==> config.mk <==
export PLATFORM = sky130hd
export DESIGN_NAME = regfile_wb_arbiter_flat
export DESIGN_NICKNAME = d
export VERILOG_FILES = /design/src/rtl/regfile_wb_arbiter_if.sv /design/src/rtl/regfile_wb_arbiter.sv /design/src/flat_wrapper.sv
export SDC_FILE = /design/constraint.sdc
export NUM_CORES = 1
export LEC_CHECK = 0
export ABC_AREA = 1
export BUFFER_PORTS_ARGS = -buffer_cell sky130_fd_sc_hd__buf_2
export CORE_UTILIZATION = 42
export CTS_CLUSTER_DIAMETER = 200
export DETAILED_ROUTE_END_ITERATION = 6
export PLACE_DENSITY = 0.78
export SYNTH_ARGS = -nofsm -noshare
export SYNTH_HDL_FRONTEND = slang
export SYNTH_SLANG_ARGS = --single-unit
==> constraint.sdc <==
create_clock -name clk -period 2.6 [get_ports clk]
set_input_delay 0.26 -clock clk [delete_from_list [all_inputs] [get_ports clk]]
set_output_delay 0.26 -clock clk [all_outputs]
set_load 0.05 [all_outputs]
==> src/rtl/regfile_wb_arbiter_if.sv <==
// ============================================================================
// Module : regfile_wb_arbiter_if
// Brief  : Requester-side and register-file-side signal bundle for the arbiter.
// Rev    : 1.0
// ============================================================================
`default_nettype none

interface regfile_wb_arbiter_if #(
  parameter int DW = 32,
  parameter int AW = 5,
  parameter int CW = 16
);
  logic [2:0]      req_valid;
  logic [2:0]      req_ready;
  logic [3*AW-1:0] req_adr;
  logic [3*DW-1:0] req_data;
  logic            rf_regwrite;
  logic [AW-1:0]   rf_adr_rd;
  logic [DW-1:0]   rf_din_rd;
  logic [1:0]      last_grant;
  logic [CW-1:0]   wr_cnt;

  modport slave (
    input  req_valid, req_adr, req_data,
    output req_ready, rf_regwrite, rf_adr_rd, rf_din_rd, last_grant, wr_cnt
  );

  modport master (
    output req_valid, req_adr, req_data,
    input  req_ready, rf_regwrite, rf_adr_rd, rf_din_rd, last_grant, wr_cnt
  );
endinterface

`default_nettype wire

==> src/rtl/regfile_wb_arbiter.sv <==
// ============================================================================
// Module : regfile_wb_arbiter
// Brief  : Round-robin 3-way register-file writeback arbiter with write counter.
// Rev    : 1.0
// ============================================================================
`default_nettype none

module regfile_wb_arbiter #(
  parameter int DW = 32,
  parameter int AW = 5,
  parameter int CW = 16
) (
  input  wire logic          clk,
  input  wire logic          rst,
  regfile_wb_arbiter_if.slave bus
);

  logic [1:0]    lg_q;
  logic          we_q;
  logic [AW-1:0] adr_q;
  logic [DW-1:0] din_q;
  logic [CW-1:0] cnt_q;

  logic [1:0]    start;
  logic [2:0]    cand;
  logic [2:0]    grant;
  logic [1:0]    win;
  logic          found;
  logic          transfer;
  logic [AW-1:0] adr_d;
  logic [DW-1:0] din_d;
  logic          we_d;

  // Rotating search: first valid requester at or after last_grant+1 (mod 3).
  always_comb begin
    grant = 3'b000;
    win   = 2'd0;
    found = 1'b0;
    cand  = 3'd0;
    start = (lg_q == 2'd2) ? 2'd0 : lg_q + 2'd1;
    for (int k = 0; k < 3; k++) begin
      cand = {1'b0, start} + 3'(k);
      if (cand > 3'd2) cand = cand - 3'd3;
      if (!found && bus.req_valid[cand[1:0]]) begin
        found             = 1'b1;
        win               = cand[1:0];
        grant[cand[1:0]]  = 1'b1;
      end
    end
    if (rst) begin
      grant = 3'b000;
      found = 1'b0;
    end
  end

  assign transfer = found;

  always_comb begin
    adr_d = bus.req_adr[AW-1:0];
    din_d = bus.req_data[DW-1:0];
    case (win)
      2'd1: begin
        adr_d = bus.req_adr[2*AW-1:AW];
        din_d = bus.req_data[2*DW-1:DW];
      end
      2'd2: begin
        adr_d = bus.req_adr[3*AW-1:2*AW];
        din_d = bus.req_data[3*DW-1:2*DW];
      end
      default: ;
    endcase
    // Writes to x0 are accepted but never committed.
    we_d = transfer && (adr_d != '0);
  end

  always_ff @(posedge clk or posedge rst) begin
    if (rst) begin
      lg_q  <= 2'd2;
      we_q  <= 1'b0;
      adr_q <= '0;
      din_q <= '0;
      cnt_q <= '0;
    end else begin
      we_q <= we_d;
      if (transfer) begin
        lg_q  <= win;
        adr_q <= adr_d;
        din_q <= din_d;
      end
      if (we_d && (cnt_q != {CW{1'b1}})) begin
        cnt_q <= cnt_q + 1'b1;
      end
    end
  end

  assign bus.req_ready   = grant;
  assign bus.rf_regwrite = we_q;
  assign bus.rf_adr_rd   = adr_q;
  assign bus.rf_din_rd   = din_q;
  assign bus.last_grant  = lg_q;
  assign bus.wr_cnt      = cnt_q;

endmodule

`default_nettype wire

==> src/flat_wrapper.sv <==
// flat-port wrapper written by rule: the top's interface ports become plain ports
module regfile_wb_arbiter_flat 
#(
  parameter int DW = 32,
  parameter int AW = 5,
  parameter int CW = 16
)
  (clk, rst, bus_req_valid, bus_req_adr, bus_req_data, bus_req_ready, bus_rf_regwrite, bus_rf_adr_rd, bus_rf_din_rd, bus_last_grant, bus_wr_cnt);
  regfile_wb_arbiter_if #(.DW(DW), .AW(AW), .CW(CW)) bus_i ();
  input  wire logic clk;
  input  wire logic rst;
  input wire logic [$bits(bus_i.req_valid)-1:0] bus_req_valid;
  input wire logic [$bits(bus_i.req_adr)-1:0] bus_req_adr;
  input wire logic [$bits(bus_i.req_data)-1:0] bus_req_data;
  output wire logic [$bits(bus_i.req_ready)-1:0] bus_req_ready;
  output wire logic [$bits(bus_i.rf_regwrite)-1:0] bus_rf_regwrite;
  output wire logic [$bits(bus_i.rf_adr_rd)-1:0] bus_rf_adr_rd;
  output wire logic [$bits(bus_i.rf_din_rd)-1:0] bus_rf_din_rd;
  output wire logic [$bits(bus_i.last_grant)-1:0] bus_last_grant;
  output wire logic [$bits(bus_i.wr_cnt)-1:0] bus_wr_cnt;
  assign bus_i.req_valid = bus_req_valid;
  assign bus_i.req_adr = bus_req_adr;
  assign bus_i.req_data = bus_req_data;
  assign bus_req_ready = bus_i.req_ready;
  assign bus_rf_regwrite = bus_i.rf_regwrite;
  assign bus_rf_adr_rd = bus_i.rf_adr_rd;
  assign bus_rf_din_rd = bus_i.rf_din_rd;
  assign bus_last_grant = bus_i.last_grant;
  assign bus_wr_cnt = bus_i.wr_cnt;
  regfile_wb_arbiter #(.DW(DW), .AW(AW), .CW(CW)) u_core (.clk(clk), .rst(rst), .bus(bus_i));
endmodule
==> out/summary.md, run 1 <==
The average via count per standard cell is 5.090. Synthesis produced a netlist with a net count of 537. The die width came out at 93.04 µm. STA classifies the critical path endpoint as a register.

Setup repair after global routing could not meet its margin everywhere. TritonCTS built the clock tree. The tools report the total grt overflow as 0. The wire length of the first global-routing pass was 14770 µm; the antenna cell count was 0. The run gives 9391 µm as the final wirelength.

The overall global routing resource usage is 21.20%. The data arrival time of the worst path came out at 2.90 ns. The final reports fail on negative setup slack. The total of warnings raised by yosys was 0; the biggest fanout along the worst timing path was 17. Dividing the detail-routed wire length by the instance count gives 13.36 µm. Number of library cell types mapped by synthesis: 34.

The run gives 87 as the count of routing violations after the opening detailed-route iteration. After floorplanning, the core was sized to cover 7888 µm². The placed standard-cell area is 4527 µm², and the count of pins over their slew limit is 0. The die height is 93.04 µm.

In the synthesized netlist the dominant register cell turns out to be sky130_fd_sc_hd__dfrtp_1. The total half-perimeter wirelength after legalization and detailed placement came out at 7013 µm. Following the worst setup path forward leads to its endpoint at u_core.bus.wr_cnt[14]$_DFFE_PP0P_. The clock reaches the later pin of the worst-skew pair after 0.31 ns.

The share of synthesized area in the top cell type comes to 39.54%. Internal power comes to 3.506 mW. The actual slew at the worst max-slew pin is 0.7044 ns. The tools report the reg-to-reg startpoint as u_core.bus.last_grant[1]$_DFFE_PP1P_.

In this run the core area contains 32 standard-cell rows. The setup path with the least slack is of type reg -> reg. The classification of the worst-slack hold path is in -> reg. The logs give 8656 µm² for the area of the die and 40.29% for the sequential share of the synthesized area. The maximum number of pins on one net before global-route repair came out at 56. The tree is rooted in a sky130_fd_sc_hd__clkbuf_8. The cell count after synthesis came out at 418. The static leakage power is 2.615 nW, and the number of nets in the finished design is 719.

sky130_fd_sc_hd__nand2_1 is the most common cell in the netlist. Counting along the longest clock path gives a buffer depth of 2. The max-capacitance violation count is 0, and the worst vdd rail ir drop is 790.3 µV. The final cell area excluding filler cells came out at 4745 µm². The fmax is 370.9 MHz. The share of cells above drive strength 1 is 39.77%, and the initial core utilization is 44.13%. Clock tree synthesis found a total of 56 sinks. The minimum setup slack among reg-to-reg paths is -0.1 ns, and the maximum level of the CTS H-tree is 2.

The vias after detailed routing is 3578. The portion of total power attributed to sequential cells came out at 19.0%. In this run the power spent charging and discharging nets is 3.979 mW. The capture point of the worst reg-to-reg path was u_core.bus.wr_cnt[14]$_DFFE_PP0P_.

The first detailed-routing pass ran for 6 iterations. After detailed routing, the number of remaining DRC violations is 0. At the worst endpoint, the required time is 2.80 ns.

In this run the remaining antenna-violating nets after routing total 0. On the final layout, the worst clock skew is 0.008502 ns. The post-synth design cell area came out at 3481 µm².

By area the synthesized netlist is led by sky130_fd_sc_hd__dfrtp_1 40%, sky130_fd_sc_hd__nand2_1 13%, sky130_fd_sc_hd__mux2i_1 9.2%. Measured against its own limit, the worst slew margin works out to 53.04%. The final worst-path setup slack is -0.09646 ns.

The tools report the kind of launch point of the worst setup path as a register. The largest total area in the synthesized netlist belongs to sky130_fd_sc_hd__dfrtp_1. In the synthesized netlist the async set-or-reset flop fraction comes to 100.0%.

Power spread over the standard cell area amounts to 1578 nW/µm². The final-report setup violation count is 16. After clock tree synthesis, the clock-pin slew on the worst setup and hold paths is 0.10 ns. Critical path launch point: u_core.bus.last_grant[1]$_DFFE_PP1P_. The tools report the initial antenna violation count as 0. The worst path needs 2.696 ns of the cycle, external delays included.

The last weighted congestion value of the routability-driven placer came out at 0.9394. Of the total power, the share spent switching nets is 53.16%. Measured on the finished design, the core utilization comes to 60.15%. The tools report the CTS buffer count as 5.

Yosys mapped a number of flops with a built-in enable equal to 0. Compared with the post-synthesis result, the final layout area differs by 36.30%. Synthesis inferred 56 register bits. Per report_power, the combinational group accounts for 74.5% of the total. The depth of the worst register-to-register path was 18; the final clock period utilization by the worst path was 103.7%.

The clock network burns 6.4% of the power. The commonest cells after synthesis are 123 x sky130_fd_sc_hd__nand2_1, 55 x sky130_fd_sc_hd__dfrtp_1, 36 x sky130_fd_sc_hd__nand3_1. Pin placement for this block handled 175 I/O pins. Number of global-route vias before repair: 3340.

For the count of final hold-check violations, the log shows 0. In this run the mean area of a mapped cell was 8.327 µm². The run finished, with violations left. The number of buffer cells added on primary ports is 174. The power consumption is 7.485 mW.
## worst min-delay path by stage
stage,start,to,cells past startpoint
finish,bus_req_data[0],u_core.bus.rf_din_rd[0]$_DFFE_PP0P_,3
global route,bus_req_data[0],u_core.bus.rf_din_rd[0]$_DFFE_PP0P_,3
CTS,bus_req_data[26],u_core.bus.rf_din_rd[26]$_DFFE_PP0P_,3
detailed placement,rst,u_core.bus.rf_din_rd[12]$_DFFE_PP0P_,2
global placement,rst,u_core.bus.rf_din_rd[12]$_DFFE_PP0P_,2
floorplan,bus_req_data[0],u_core.bus.rf_din_rd[0]$_DFFE_PP0P_,2
## through the flow
step	TNS, ns	worst slack (ns)	cells	hold slack [ns]
2_1_floorplan	-12.97	-0.3531	418	0.4451
3_3_place_gp	-0.7952	-0.05808	690	0.1468
3_5_place_dp	-2.135	-0.1632	690	0.1507
4_1_cts	-0.7466	-0.06712	701	0.2181
5_1_grt	-3.201	-0.2161	703	0.2141
6_report	-1.216	-0.09646	703	0.2273
## registers in the layout, indices dropped and copies added, names as in the netlist
register,flops
u_core.bus.rf_adr_rd,5
u_core.bus.rf_din_rd,32
u_core.bus.wr_cnt,16
u_core.bus.last_grant,2
u_core.bus.rf_regwrite,1
## cells in the final DEF, fill, tap and decap left out, types with 3 or more instances in the layout
| cell | netlist | routed |
|---|---|---|
| sky130_fd_sc_hd__nand2_4 | 1 | 4 |
| sky130_fd_sc_hd__nor2_4 | 2 | 3 |
| sky130_fd_sc_hd__nand2_1 | 123 | 114 |
| sky130_fd_sc_hd__buf_4 | 1 | 19 |
| sky130_fd_sc_hd__or2_4 | 0 | 3 |
| sky130_fd_sc_hd__o21ai_0 | 31 | 29 |
| sky130_fd_sc_hd__nor2_1 | 19 | 17 |
| sky130_fd_sc_hd__nand3_4 | 1 | 3 |
| sky130_fd_sc_hd__inv_1 | 19 | 18 |
| sky130_fd_sc_hd__dfrtp_1 | 55 | 55 |
| sky130_fd_sc_hd__a22o_1 | 32 | 32 |
| sky130_fd_sc_hd__buf_2 | 4 | 174 |
| sky130_fd_sc_hd__o21ai_1 | 8 | 9 |
| sky130_fd_sc_hd__mux2i_1 | 32 | 32 |
| sky130_fd_sc_hd__nand2_2 | 1 | 7 |
| sky130_fd_sc_hd__xnor2_1 | 5 | 5 |
| sky130_fd_sc_hd__clkbuf_8 | 0 | 5 |
| sky130_fd_sc_hd__xor2_1 | 7 | 7 |
| sky130_fd_sc_hd__nand3_1 | 36 | 35 |
## power by group through the flow
stage               sequential, mW  combinational, mW  clock (mW)
floorplan                     2.53               2.96           0
global placement              1.43               5.14           0
detailed placement            1.44               5.29           0
CTS                           1.42               5.45       0.503
global route                  1.46               6.00       0.540
finish                        1.43               5.58       0.480
## cell type report
type	count	area, µm²
clock buffer	5	68.82
sequential	56	1403
fill	726	3143
inverter	22	88.84
multi-input combinational	317	1948
tap	102	127.6
clock inverter	3	22.52
timing repair buffer	198	1086
## cells by family after synthesis
group / synth area share (%)
DFF: 40.29
and+or+nand+nor: 25.16
xor gates and xnor gates: 3.019
buffers and inverters: 7.010
muxes: 9.202
adders and majority gates: 1.078
AOI/OAI and AO/OA: 14.23
## layer usage
metal / share of wire, % / global-route usage, % / vias up
met4: 1.0 / 4.359 / 0
met1: 43 / 25.81 / 1662
li1: - / - / 1781
met5: 0 / 0 / -
met2: 52 / 39.89 / 124
met3: 4.5 / 2.520 / 11
## critical path, cell delays in order (launching register included)
cell and delay [ns]:
sky130_fd_sc_hd__dfstp_2 0.60, sky130_fd_sc_hd__inv_2 0.06, sky130_fd_sc_hd__nand2_2 0.06, sky130_fd_sc_hd__buf_4 0.11, sky130_fd_sc_hd__inv_1 0.05, sky130_fd_sc_hd__nand2_1 0.05
sky130_fd_sc_hd__nand3_1 0.08, sky130_fd_sc_hd__a31oi_1 0.21, sky130_fd_sc_hd__nand2_2 0.13, sky130_fd_sc_hd__ha_4 0.31, sky130_fd_sc_hd__inv_6 0.05, sky130_fd_sc_hd__or2_4 0.24
sky130_fd_sc_hd__nand2_4 0.08, sky130_fd_sc_hd__nand3_4 0.08, sky130_fd_sc_hd__nor2_4 0.11, sky130_fd_sc_hd__nor2_4 0.05, sky130_fd_sc_hd__buf_12 0.16, sky130_fd_sc_hd__nand3_1 0.08
sky130_fd_sc_hd__nand2_1 0.06
## repair_timing
action / CTS / global route
hold buffers: 1 / 0
pin swaps: 7 / 7
gates resized for setup: 8 / 10
hold endpoints to repair: 1 / 0
buffers inserted: 3 / 2
cloned: 0 / 1
setup endpoints to repair: 17 / 48
No activity file was read; power rests on OpenSTA's default activity.
==> inputs of run 2 (changes only) <==
PLACE_DENSITY = unset   (was 0.78)
PLACE_DENSITY_LB_ADDON = 0.08   (was unset)
==> run 2 against run 1 <==
  * The run still ends with negative setup slack left
  * Critical endpoint is now u_core.bus.wr_cnt[8]$_DFFE_PP0P_
  * Worst setup slack lost 0.024 ns
  * Clock-buffer cell count is 2 higher
  * Power grew 6.0%
  * Critical path type unchanged
==> out/summary.md, run 2 (synthesis gave the netlist of run 1 again) <==
The count of pins over their slew limit is 0. The layer flagged by global routing as most heavily used is met2. The run gives 0.8024 as the last weighted congestion value of the routability-driven placer. The area of the die is 8656 µm². Setup repair after global routing could not meet its margin everywhere. For this run, design rule violations remaining after detail routing come to 0. Among cell families on the critical path, the largest total delay comes from simple AND/OR/NAND/NOR gates. For this run, the total global-route usage over all layers was measured as 22.63%. The clock passes through at most 2 buffers. The initial antenna violation count was 1.

TritonCTS created 5 clock buffers. In the final routed layout, each cell accounts on average for 14.43 µm. The maximum level of the CTS H-tree is 2, and the net switching power figure is 4.187 mW. The worst setup path is captured at a register. The die width was 93.04 µm. The tools report the capture point of the worst reg-to-reg path as u_core.bus.wr_cnt[8]$_DFFE_PP0P_. Portion of total power attributed to sequential cells: 18.1%. The worst vdd rail ir drop was 778.0 µV; the maximum number of pins on one net before global-route repair was 43.

TritonCTS built the clock tree. The remaining antenna violation count after routing is 0. The worst setup path is of the reg -> reg kind.

After legalization and detailed placement, the total HPWL measured 7397 µm. Setup violations remaining at the end of the flow were counted as 16. Max-capacitance violation count: 0. The run gives 6 as the total iterations of the first detailed-routing run.

The tools report the final wirelength as 10260 µm. Once the floorplan was initialized, standard cells occupied 44.13% of the core. The fraction of met3 tracks used by global routing is 5.122%, and the total grt overflow is 0. The share of cells above drive strength 1 is 43.09%, and the worst-case clock skew is 0.007206 ns.

The count of final hold-check violations came out at 0. The hold path startpoint was bus_req_data[26]. The top cell types in the final layout, fill and taps aside, are 174 x sky130_fd_sc_hd__buf_2, 109 x sky130_fd_sc_hd__nand2_1, 55 x sky130_fd_sc_hd__dfrtp_1. For the pin with the worst max-slew slack, the measured transition is 0.4014 ns. The logs give 7.931 mW for the power consumption and 3609 for the vias after detailed routing.

STA classifies the critical path startpoint as a register. The power density over cell area is 1599 nW/µm². Minimum setup slack among reg-to-reg paths: -0.12 ns. The internal portion of the total power is 3.744 mW.

The critical path goes through inv_2 -> nand2_4 -> buf_6 -> inv_4 -> nand2_4 -> nand3_4 -> a31oi_4 -> nand2_2 -> ha_4 -> clkinv_2 -> nand3_1 -> o21ai_2 -> nand2_2 -> nor2_4 -> nor2_4 -> clkbuf_16 -> nand3_1 -> nand2_1. In the global route stage, met2 resource usage came out at 39.52%. Clock-pin slew was measured on the worst setup and hold paths at 0.10 ns. Per report_power, the combinational group accounts for 75.6% of the total.

The flow ran to the end, but the final reports show violations. The floorplan has 32 rows. The tools report the met1 capacity usage during global routing as 28.28%. The tools report the static leakage power as 2.704 nW.

The worst register-to-register path begins at u_core.bus.last_grant[1]$_DFFE_PP1P_. On the critical path, the stage with the largest delay is an instance of sky130_fd_sc_hd__dfstp_2. The worst register-to-register path has a depth of 18.

The growth of design area from synthesis to finish is 42.49%. The tools report the root buffer selected by CTS as sky130_fd_sc_hd__clkbuf_8. The library cell used most frequently in the layout, excluding fill and tap cells, is sky130_fd_sc_hd__buf_2. The worst path needs 2.720 ns of the cycle, external delays included. The min-delay analysis places its worst path in the category in -> reg. The register with the most flip-flops in the layout has 32 of them. The tools report the hold path endpoint as u_core.bus.rf_din_rd[26]$_DFFE_PP0P_. Net switching is 52.80% of the power. At the end of the flow, the number of nets in the layout was 726.

The first global-routing pass estimated 15460 µm of wire. The instance count on the critical path was 18. The I/O pin total came out at 175.

The final worst-path setup slack was -0.1201 ns; the buffering stage count on the worst path with inverters included was 5. In the routed layout, each cell is associated on average with a via count of 5.076. The die height came out at 93.04 µm. The worst hold path stage count came out at 3. The first routing iteration left 144 violations. The logs give 367.6 MHz for the fmax and 3288 for the number of global-route vias before repair.

The worst pin sits at a relative slew slack of 73.03%. The final clock period utilization by the worst path is 104.6%, and the number of buffer cells added on primary ports is 174. In this run the worst path has a maximum fanout of 8. The final reports fail on negative setup slack. At the later pin of the worst-skew pair, clock insertion delay measures 0.31 ns.

Data arrives at the worst endpoint at 2.97 ns. The required time of the critical path was 2.85 ns; the setup slack after placement was -0.1844 ns. For this design, the sink count on the clock tree is 56. In this design, the stage delay of the slowest critical-path cell is 0.60 ns.

In this run, the clock network consumes 6.3% of the power. The total area inside the core boundary comes to 7888 µm².
-- run 2: cell count changes in the layout (fill, tap and decap cells not counted), moves of 2 or more --
cell,delta
sky130_fd_sc_hd__nand3_1,-7
sky130_fd_sc_hd__nand2_1,-5
sky130_fd_sc_hd__nand3_2,+5
sky130_fd_sc_hd__nand2_4,+4
sky130_fd_sc_hd__buf_4,+3
sky130_fd_sc_hd__nor2_4,+3
sky130_fd_sc_hd__clkbuf_16,+2
sky130_fd_sc_hd__inv_1,-2
sky130_fd_sc_hd__nand3_4,+2
sky130_fd_sc_hd__nor2_2,-2
-- run 2: through the flow --
stage	std cells	setup TNS (ns)	hold slack [ns]	util, %	area [µm²]
after detailed placement	691	-2.681	0.2247	57.49	4534
after floorplan	418	-12.97	0.4451	-	3528
after global placement	691	-0.9430	0.2215	57.49	4534
after global routing	710	-3.563	0.2327	62.85	4957
after CTS	702	-0.6653	0.2124	59.76	4713
final	711	-1.577	0.2252	62.88	4960
-- run 2: layout make-up --
cell class,instances,area [µm²]
clock inverters,1,7.507
well taps,102,127.6
repair inverters,1,5.005
repair buffers,204,1170
inverters,22,91.34
diodes,1,2.502
multi-input cells,317,2067
fillers,706,2928
flip-flops and latches,56,1403
clock buffers,7,86.33
-- run 2: per-layer routing --
metal | vias to the layer above | part of all wire, %
met2 | 156 | 48
met4 | 0 | 1.4
li1 | 1794 | -
met3 | 14 | 7.2
met1 | 1645 | 43
met5 | - | 0
-- run 2: power by group through the flow --
stage | Clock, mW | Combinational (mW) | Sequential [mW]
3_3_place_gp | 0 | 5.18 | 1.43
5_1_grt | 0.554 | 6.44 | 1.47
4_1_cts | 0.521 | 5.46 | 1.43
6_report | 0.502 | 6.00 | 1.43
2_1_floorplan | 0 | 2.96 | 2.53
3_5_place_dp | 0 | 5.27 | 1.44
-- run 2: tightest hold or removal path: stages --
cell and delay, ns:
sky130_fd_sc_hd__buf_2 0.08, sky130_fd_sc_hd__mux2i_1 0.06, sky130_fd_sc_hd__o21ai_1 0.11
-- run 2: how the worst max path moves through the flow --
stage | start | end | slack, ns
floorplan | u_core.bus.last_grant[1]$_DFFE_PP1P_ | u_core.bus.wr_cnt[0]$_DFFE_PP0P_ | -0.35
global placement | u_core.bus.last_grant[1]$_DFFE_PP1P_ | u_core.bus.wr_cnt[2]$_DFFE_PP0P_ | -0.07
detailed placement | u_core.bus.last_grant[1]$_DFFE_PP1P_ | u_core.bus.wr_cnt[11]$_DFFE_PP0P_ | -0.18
CTS | u_core.bus.last_grant[1]$_DFFE_PP1P_ | u_core.bus.wr_cnt[12]$_DFFE_PP0P_ | -0.06
global route | u_core.bus.last_grant[1]$_DFFE_PP1P_ | u_core.bus.wr_cnt[9]$_DFFE_PP0P_ | -0.23
finish | u_core.bus.last_grant[1]$_DFFE_PP1P_ | u_core.bus.wr_cnt[8]$_DFFE_PP0P_ | -0.12
-- run 2: repair_timing --
item / in CTS / in global routing
gates cloned: 0 / 4
hold buffers: 1 / 0
pin swaps: 15 / 6
buffers inserted: 3 / 4
gates resized for setup: 11 / 36
endpoints found under the setup margin: 20 / 49
endpoints found under the hold margin: 6 / 0
==> inputs of run 3 (changes only) <==
ABC_AREA = unset   (was 1)
CORE_UTILIZATION = 40   (was 42)
==> run 3 against run 2 <==
  * The flow now finishes without violations
  * Sequential cell count stayed put
  * Worst setup slack better by 0.14 ns
  * Power is 59% lower
  * Cell area is 14% lower
  * Global-route usage is 1.3 points lower
  * Sequential power is 17% lower
  * Hold slack worse by 0.054 ns
  * Largest power group unchanged
==> out/summary.md, run 3 <==
The flow ran to the end, and the final reports show no timing, DRC or antenna violations. Total of warnings raised by yosys: 0. The power density over cell area came out at 770.1 nW/µm². The commonest non-fill, non-tap cell in the layout was sky130_fd_sc_hd__buf_2. The number of sinks on the clock net was 56; the required time of the critical path was 2.79 ns. The mean cell area of the mapped netlist is 8.502 µm². Summed over all nets, wire length on met3 after detailed routing comes to 489 µm. The run gives 12940 µm as the wire length of the first global-routing pass. The worst setup path is captured at a register.

The tools report the number of buffers inserted by hold repair at cts as 0. The share of synthesized area in the top cell type comes to 45.99%. The run gives 642 as the number of nets in the finished design. The I/O pin total came out at 175. Based on the critical path, the design can be clocked at up to 387.2 MHz. Max-cap violations in this run came to 0.

In this run, the combinational gates consume 48.8% of the power. The tools report the CTS buffer count as 5. The final clock period utilization by the worst path is 99.33%.

Setup repair after global routing could not meet its margin everywhere. Ranked by total cell area, the synthesized netlist is headed by sky130_fd_sc_hd__dfrtp_1 46%, sky130_fd_sc_hd__a22oi_1 8.8%, sky130_fd_sc_hd__nand2_1 7.0%. The run gives 7253 µm² as the area inside the core boundary.

After detailed routing, the number of remaining DRC violations is 0. Entering global routing, the biggest net connects 65 pins. Once placement finished, the instance area stood at 3996 µm². The standard-cell row count is 31, and the power consumption is 3.274 mW. STA classifies the critical path startpoint as a register.

The average detailed-routed wire length per instance was 13.43 µm; the net switching power figure was 1.546 mW. Counting every instance in the synthesized netlist gives 352. The clock network accounts for 15.1% of the total power. The share of flip-flops with an asynchronous set or reset came out at 100.0%. Using the TritonRoute via totals, the vias-per-cell ratio works out to 5.037. The worst pin sits at a relative slew slack of 48.76%. The number of antenna diodes in the final layout is 0.

The routed design uses 4076 µm of met2 wire. The count of pins over their slew limit was 0; the count of final hold-check violations was 0. The insertion delay to the later sink of the worst-skew pair was 0.31 ns; the number of buffer cells added on primary ports was 174. The number of storage elements in the synthesis netlist was 56; the final-report setup violation count was 0. The sequential share of the synthesized area is 46.86%, and the maximum level of the CTS H-tree is 2.

TritonCTS built the clock tree. The number of nets in the synthesized netlist is 471. For the count of routing violations after the opening detailed-route iteration, the log shows 61. Switching part of the total: 47.23%.

The first detailed-routing pass took 4 iterations. By count the netlist is led by 56 x sky130_fd_sc_hd__nand2_1, 55 x sky130_fd_sc_hd__dfrtp_1, 42 x sky130_fd_sc_hd__nor2_1. For the final database, setup skew stands at 0.006353 ns. Once the floorplan was initialized, standard cells occupied 41.26% of the core. Of all nets on the critical path, the largest fanout is 7.

Clock tree synthesis selected as its root buffer the cell sky130_fd_sc_hd__clkbuf_8. The post-route netlist has 43.13% of its cells at a drive strength greater than 1. The worst path in the final design needs a cycle of 2.583 ns, including I/O delays and setup. For this run, the total global-route usage over all layers was measured as 21.29%.

The die width is 88.50 µm, and the last weighted congestion value of the routability-driven placer is 0.9106. Total grt overflow: 0. Total half-perimeter wirelength after legalization and detailed placement: 6231 µm.

The dominant cell by count in the synthesized netlist is sky130_fd_sc_hd__nand2_1. The logs give 691 for the final-layout fill cell count and 3657 µm for the post-route met1 wirelength. For the pin with the worst max-slew slack, the measured transition is 0.7670 ns. The synthesized design spends more area on one cell type than any other, namely sky130_fd_sc_hd__dfrtp_1. The initial antenna violation count was 0. The netlist uses 36 different library cells. The floorplan step defined a die boundary enclosing 7832 µm². The library cells used most frequently in the layout, excluding fill and tap cells, are 174 x sky130_fd_sc_hd__buf_2, 54 x sky130_fd_sc_hd__dfrtp_1, 53 x sky130_fd_sc_hd__nand2_1. The classification of the worst-slack hold path was in -> async. The final wirelength came out at 8366 µm. The floorplan step set the die height to 88.50 µm. After clock tree synthesis, the clock-pin slew on the worst setup and hold paths is 0.10 ns. The number of global-route vias before repair was 2921. Among all flip-flop cells after synthesis, the most frequent one is sky130_fd_sc_hd__dfrtp_1. By startpoint and endpoint, the worst setup path is classified as reg -> reg.

Compared with the post-synthesis result, the final layout area differs by 42.06%. The finished cells cover 4252 µm². The run gives 0 as the remaining antenna violation count after routing. The post-synth design cell area was 2993 µm². Static leakage power: 2.153 nW. For the data arrival time of the worst path, the log shows 2.77 ns. The number of buffers on the longest clock path is 2. The flip-flop count of the largest register, all copies and words added was 32; the vias after detailed routing was 3138. In this run, synthesis inferred 0 flip-flops with an integrated enable. The worst vdd rail ir drop came out at 295.8 µV.

The share of total power dissipated in sequential elements is 36.1%. In this run the top signal layer used is met4. The tools report the cell-internal power as 1.728 mW.
run 3: changes by cell type after synthesis, moves of 12 or more:
cell	change
sky130_fd_sc_hd__a21oi_1	+33
sky130_fd_sc_hd__a22o_1	-32
sky130_fd_sc_hd__a22oi_1	+35
sky130_fd_sc_hd__clkbuf_1	+12
sky130_fd_sc_hd__inv_1	-15
sky130_fd_sc_hd__mux2i_1	-32
sky130_fd_sc_hd__nand2_1	-67
sky130_fd_sc_hd__nand3_1	-32
sky130_fd_sc_hd__nor2_1	+23
run 3: path summary, 6_finish.rpt:
| check | start | endpoint | slack (ns) | depth (start not counted) |
|---|---|---|---|---|
| setup / recovery | u_core.bus.last_grant[1]$_DFFE_PP1P_ | u_core.bus.wr_cnt[3]$_DFFE_PP0P_ | 0.02 | 11 |
| hold / removal | rst | u_core.bus.rf_din_rd[27]$_DFFE_PP0P_ | 0.17 | 3 |
| setup reg to reg | u_core.bus.last_grant[1]$_DFFE_PP1P_ | u_core.bus.wr_cnt[3]$_DFFE_PP0P_ | 0.02 | 11 |
| hold reg to reg | u_core.bus.rf_din_rd[29]$_DFFE_PP0P_ | u_core.bus.rf_din_rd[29]$_DFFE_PP0P_ | 0.48 | 2 |
| max in group asynchronous | rst | u_core.bus.last_grant[0]$_DFFE_PP0P_ | 1.95 | 3 |
| min in group clk | bus_req_data[18] | u_core.bus.rf_din_rd[18]$_DFFE_PP0P_ | 0.23 | 3 |
run 3: area by class of cell:
| cell class | instances | area, µm² | area share [%] |
|---|---|---|---|
| multi-input combinational | 264 | 1585 | 37.29 |
| sequential | 56 | 1408 | 33.11 |
| timing repair buffer | 192 | 1026 | 24.13 |
| tap | 99 | 123.9 | 2.913 |
| clock buffer | 7 | 86.33 | 2.031 |
| inverter | 4 | 15.01 | 0.3531 |
| clock inverter | 1 | 7.507 | 0.1766 |
run 3: kinds of logic (layout without fill, tap and decap cells):
group	Yosys count	count (layout)	synth area share, %
AOI/OAI and AO/OA	116	116	23.33
buffers and inverters	32	204	4.640
adders and majority gates	3	3	1.254
and+or+nand+nor	131	131	19.73
DFF	56	56	46.86
muxes	1	1	0.3762
xor gates and xnor gates	13	13	3.804
run 3: stage by stage:
stage | setup TNS [ns] | std cells | hold WS [ns] | setup WS [ns] | utilization, %
finish | 0 | 623 | 0.1717 | 0.01750 | 58.62
global route | -0.2604 | 623 | 0.2329 | -0.05649 | 58.62
CTS | 0 | 621 | 0.2002 | 0.009186 | 57.25
detailed placement | -0.6177 | 608 | 0.4641 | -0.1104 | 55.10
global placement | -0.005087 | 608 | 0.4586 | -0.005087 | 55.10
floorplan | 0 | 352 | 0.4411 | 0.002339 | -
run 3: repair_timing:
action                                  in CTS  in global routing
endpoints found under the setup margin      14                 19
pin swaps                                    2                  8
gates resized for setup                      6                 18
gates cloned                                 0                  0
setup buffers                                5                  2
run 3: metal layers:
layer | track usage, % | up-vias
li1 | - | 1586
met3 | 4.757 | 13
met4 | 6.598 | 0
met2 | 38.46 | 121
met1 | 25.10 | 1418
met5 | 0 | -
run 3: power by group through the flow:
stage,sequential [mW],combinational (mW),clock (mW)
after floorplan,1.81,0.499,0
after global placement,1.19,1.51,0
after detailed placement,1.20,1.53,0
after CTS,1.18,1.57,0.513
after global routing,1.21,1.72,0.544
final,1.18,1.60,0.493
run 3: critical path, cell delays in order (launching register included):
cell and delay (ns):
sky130_fd_sc_hd__dfstp_4 0.64, sky130_fd_sc_hd__nor2b_1 0.04, sky130_fd_sc_hd__o22ai_1 0.15, sky130_fd_sc_hd__nand2_2 0.12, sky130_fd_sc_hd__ha_4 0.29, sky130_fd_sc_hd__buf_6 0.14
sky130_fd_sc_hd__nand2_2 0.07, sky130_fd_sc_hd__o21ai_4 0.07, sky130_fd_sc_hd__nor4_4 0.50, sky130_fd_sc_hd__buf_4 0.22, sky130_fd_sc_hd__nor4_1 0.06, sky130_fd_sc_hd__xor2_1 0.17
